[config.mk]
export PLATFORM = sky130hd
export DESIGN_NAME = _rr_mux
export DESIGN_NICKNAME = d
export VERILOG_FILES = /design/src/rtl/_rr_mux.sv
export SDC_FILE = /design/constraint.sdc
export NUM_CORES = 1
export LEC_CHECK = 0
export ABC_CLOCK_PERIOD_IN_PS = 3400
export BUFFER_PORTS_ARGS = -buffer_cell sky130_fd_sc_hd__buf_2
export CAP_MARGIN = 40
export CELL_PAD_IN_SITES_DETAIL_PLACEMENT = 0
export CELL_PAD_IN_SITES_GLOBAL_PLACEMENT = 1
export CORE_MARGIN = 5
export CORE_UTILIZATION = 40
export CTS_CLUSTER_SIZE = 20
export DETAILED_ROUTE_END_ITERATION = 8
export PLACE_DENSITY_LB_ADDON = 0.15
export SYNTH_ARGS = -nofsm -noshare
export SYNTH_HDL_FRONTEND = slang
export SYNTH_SLANG_ARGS = --single-unit
[constraint.sdc]
create_clock -name clk -period 3.4 [get_ports clk]
set_input_delay 0.34 -clock clk [delete_from_list [all_inputs] [get_ports clk]]
set_output_delay 0.34 -clock clk [all_outputs]
set_load 0.02 [all_outputs]
[src/rtl/_rr_mux.sv]
// _rr_mux: m-input arbitrated multiplexer with one registered output stage.
// Round-robin (MODE 0) or fixed-priority (MODE 1) selection, valid/ready on every port.
module _rr_mux #(
    parameter int n    = 32,
    parameter int m    = 4,
    parameter int MODE = 0
) (
    input  logic           clk,
    input  logic           rst,
    input  logic [m-1:0]   in_valid,
    input  logic [m*n-1:0] in_data,
    output logic [m-1:0]   in_ready,
    output logic           out_valid,
    output logic [n-1:0]   out_data,
    output logic [$clog2(m)-1:0] out_sel,
    input  logic           out_ready
);

    localparam int SW = $clog2(m);

    logic [SW-1:0] ptr;
    logic [SW-1:0] gnt_idx;
    logic [n-1:0]  gnt_data;
    logic          found;
    logic          load;
    logic          xfer;

    // The register can take a new word when empty or being drained.
    assign load = ~out_valid | out_ready;

    // Search for the first valid channel starting at ptr (MODE 0) or 0 (MODE 1).
    always_comb begin
        int idx;
        logic [SW-1:0] isel;
        idx      = 0;
        isel     = '0;
        found    = 1'b0;
        gnt_idx  = '0;
        gnt_data = '0;
        for (int k = 0; k < m; k++) begin
            idx = (MODE == 0) ? int'(ptr) + k : k;
            if (idx >= m) begin
                idx = idx - m;
            end
            isel = idx[SW-1:0];
            if (!found && in_valid[isel]) begin
                found    = 1'b1;
                gnt_idx  = isel;
                gnt_data = in_data[isel*n +: n];
            end
        end
    end

    assign xfer = found & load & ~rst;

    // One-hot ready towards the granted producer, zero under reset or stall.
    always_comb begin
        in_ready = '0;
        if (xfer) begin
            in_ready[gnt_idx] = 1'b1;
        end
    end

    // Output register and round-robin pointer.
    always_ff @(posedge clk) begin
        if (rst) begin
            out_valid <= 1'b0;
            out_data  <= '0;
            out_sel   <= '0;
            ptr       <= '0;
        end else if (xfer) begin
            out_valid <= 1'b1;
            out_data  <= gnt_data;
            out_sel   <= gnt_idx;
            if (MODE == 0) begin
                if (gnt_idx == SW'(m - 1)) begin
                    ptr <= '0;
                end else begin
                    ptr <= gnt_idx + 1'b1;
                end
            end else begin
                ptr <= '0;
            end
        end else if (out_valid && out_ready) begin
            out_valid <= 1'b0;
        end
    end

endmodule
==> impl_metrics.py <==
metrics = {
    "outcome": {
        "status": "complete, no violations",
    },
    "worst_setup_path": {
        "crit_top_cell": "buf_4",
        "max_stage_delay_ns": 0.55,
        "worstSetupEndpointType": "flip-flop",
        "startpoint_type": "flip-flop",
        "crit_path_cell_trace": "buf_4, clkinv_1, buf_4, a2111oi_4, nor2_4, buf_4, a2bb2oi_1, o21ai_1",
        "cp.arrival_ns": 2.94,
        "rr_worst_depth": 8,
        "cp_top_family": "buffers and inverters",
        "crit_fanout": 35,
        "path_buf_inv": 4,
        "critPathKind": "reg -> reg",
        "cp.depth": 8,
        "crit_slowest_cell": "dfxtp_2",
        "required_ns": 3.61,
    },
    "cells_and_area": {
        "n_antenna_cell": 0,
        "fill_cells": 1259,
        "fin_nets": 989,
        "multi_input_area_mm2": 0.00417,
        "drive_gt1_frac": 0.262,
        "final_core_util": 0.502,
        "register_area_um2": 746,
        "areaGrowthSynthToFinish_pct": 22.0,
    },
    "place": {
        "place_congestion": 0.843,
        "io_buffer_count": 173,
        "place_ws_ns": 0.691,
        "dpl.hpwl_mm": 13.8,
    },
    "timing": {
        "timing.final.crit_share": 0.803,
        "tightest_slew_ns": 0.844,
        "fmax_mhz": 366,
        "setup_ws_ns": 0.670,
        "finalClockSkew_ns": 0.00671,
        "max_slew_margin": 0.437,
        "setup_viol": 0,
        "fin_setup_tns_ns": 0,
        "fin_crit_ns": 2.73,
        "hold_viol_final": 0,
        "holdWs_ns": 0.432,
        "rsz0062_at_grt": "no",
        "maxSlewViolCount": 0,
    },
    "global_route": {
        "antenna_found_initial": 0,
        "gr-total-overflow": 0,
        "grt_pass1_vias": 6391,
        "grt_pass1_wl_mm": 32.1,
        "grt_max_degree": 62,
        "grtUsageTotal": 0.246,
    },
    "cts": {
        "post-cts-setup-buffers": 0,
        "clock_latency_ns": 0.29,
        "clockBufferDepth": 2,
        "cts_tree": "yes",
        "htree_num_levels": 2,
        "postCtsHoldBufs": 0,
        "cts_resized": 0,
        "clock_sinks": 37,
        "clockRootBuffer": "clkbuf_16",
        "cts_made_buffers": 5,
        "clk_pin_slew_ns": 0.06,
    },
    "die": {
        "die_y_um": 125,
        "die_width_um": 125,
        "boundaryPins": 174,
        "die_area_mm2": 0.0155,
        "initial_core_util": 0.412,
        "coreArea_mm2": 0.0128,
        "rows": 41,
    },
    "routing": {
        "routed_wl_mm": 20.4,
        "wl_per_cell_um": 19.9,
        "drt_pass1_iterations": 7,
        "vias_per_cell": 6.27,
        "drtAntennaViolNets": 0,
        "drc_errors": 0,
        "drtIter0Drc": 670,
        "via_count": 6413,
    },
    "power": {
        "power.total_mw": 2.48,
        "vdd_drop_max_mv": 0.196,
        "power_density_mw_per_mm2": 386,
        "p_leak_nw": 2.49,
    },
    "logic_synthesis": {
        "synthCells": 730,
        "synthMuxAreaShare": 0.245,
        "synth_ff_type": "dfxtp_1",
        "seq_area_frac_synth": 0.141,
        "synth_adder_area_share": 0.00951,
        "netlist_area_mm2": 0.00526,
        "async_reset_ff_frac": 0,
        "ys_seq_elements": 37,
        "syn_avg_cell_area_um2": 7.21,
        "synth-xor-area-share": 0,
        "ys.warnings.count": 0,
        "synthesis.nets": 869,
        "synth.distinct_cells": 48,
        "synth_edf_count": 0,
        "synth_top_family_by_area": "compound AO/OA/AOI/OAI gates",
        "synth_compound_area_frac": 0.353,
        "synth_simple_gate_area_frac": 0.171,
    },
    "job": {
        "maxCapViolCount": 0,
    },
    "hold_path": {
        "whs_path_depth": 4,
        "hp-class": "in -> reg",
    },
}
[synthesized netlist by cell type, types with 2 or more instances]
cell,n,area share
mux2i_1,129,0.25
nand2_1,102,0.073
o21ai_0,67,0.064
clkbuf_1,48,0.034
a21oi_1,39,0.037
nor2_1,38,0.027
dfxtp_1,37,0.14
a22oi_1,32,0.046
a2bb2oi_1,32,0.053
a32oi_1,32,0.053
nand3_1,32,0.030
o21ai_1,27,0.026
buf_2,25,0.024
o311ai_0,25,0.042
o311ai_1,7,0.012
buf_6,5,0.011
and2_1,4,0.0048
buf_4,4,0.0057
ha_1,4,0.0095
buf_1,3,0.0021
inv_1,3,0.0021
nor2b_1,3,0.0036
nor3_1,3,0.0029
o21ai_2,3,0.0050
nand2b_1,2,0.0024
nor4bb_1,2,0.0038
[tightest hold or removal path, delay by kind of cell]
family / cells / cell delay (ns)
AND/OR/NAND/NOR: 2 / 0.17
AO/OA/AOI/OAI: 1 / 0.08
buffers and inverters: 1 / 0.07
[power breakdown]
group          leakage, nW  switching (mW)  total [mW]  internal (mW)
Sequential           0.308          0.0659       0.585          0.519
Combinational         2.12           0.845        1.43          0.584
Clock               0.0667           0.199       0.467          0.267
Total                 2.49            1.11        2.48           1.37
[metrics by stage]
step                area (um^2)  cells
global placement           6180   1011
CTS                        6420   1022
detailed placement         6280   1015
finish                     6420   1022
floorplan                  5260    730
global route               6420   1022
[area by class of cell]
class,count,share of cell area
clock buffers,6,0.0201
well taps,172,0.0335
multi-input cells,603,0.650
inverters,4,0.00234
repair buffers,199,0.177
clock inverters,1,0.000780
flip-flops and latches,37,0.116
[sequential cells by signal, summed over array words and instances, names as in the netlist]
signal / cells
out_sel: 2
ptr: 2
out_valid: 1
out_data: 32
[final timing paths]
kind / startpoint / end / slack, ns
setup / recovery: ptr[0] / out_data[7] / 0.67
hold / removal: out_ready / out_valid / 0.43
setup reg to reg: ptr[0] / out_data[7] / 0.67
hold reg to reg: out_sel[0] / out_sel[0] / 0.46
[cell usage in the layout (no fill, tap or decap), types with 2 or more instances in the layout]
| master | Yosys | final |
|---|---|---|
| buf_4 | 4 | 22 |
| dfxtp_1 | 37 | 35 |
| and2_1 | 4 | 4 |
| nand2b_1 | 2 | 2 |
| buf_16 | 0 | 3 |
| nor2_1 | 38 | 37 |
| o21ai_1 | 27 | 27 |
| nor2_4 | 1 | 2 |
| a21oi_1 | 39 | 38 |
| nand2_1 | 102 | 102 |
| o21ai_2 | 3 | 3 |
| inv_1 | 3 | 3 |
| a32oi_1 | 32 | 32 |
| ha_1 | 4 | 4 |
| buf_2 | 25 | 173 |
| a22oi_1 | 32 | 32 |
| clkbuf_16 | 0 | 5 |
| mux2i_1 | 129 | 129 |
| o311ai_1 | 7 | 7 |
| o311ai_0 | 25 | 25 |
| a2bb2oi_1 | 32 | 32 |
| nor3_1 | 3 | 3 |
| nand3_1 | 32 | 32 |
| o21ai_0 | 67 | 67 |
[cells by family (layout without fill, tap and decap cells)]
logic type | Yosys count | count (layout)
compound gates | 272 | 272
buf+inv | 90 | 210
flops | 37 | 37
fa+ha+maj | 4 | 4
mux | 129 | 129
simple gates | 198 | 198
[metal layers]
metal	routed length (um)	vias up	part of all wire	track usage
met3	1490	41	0.073	0.0446
met5	0	-	0	0
met2	9520	308	0.47	0.409
met1	8940	3034	0.44	0.319
met4	426	0	0.021	0.0870
li1	-	3030	-	-
Power figures use the tool's default switching activity.
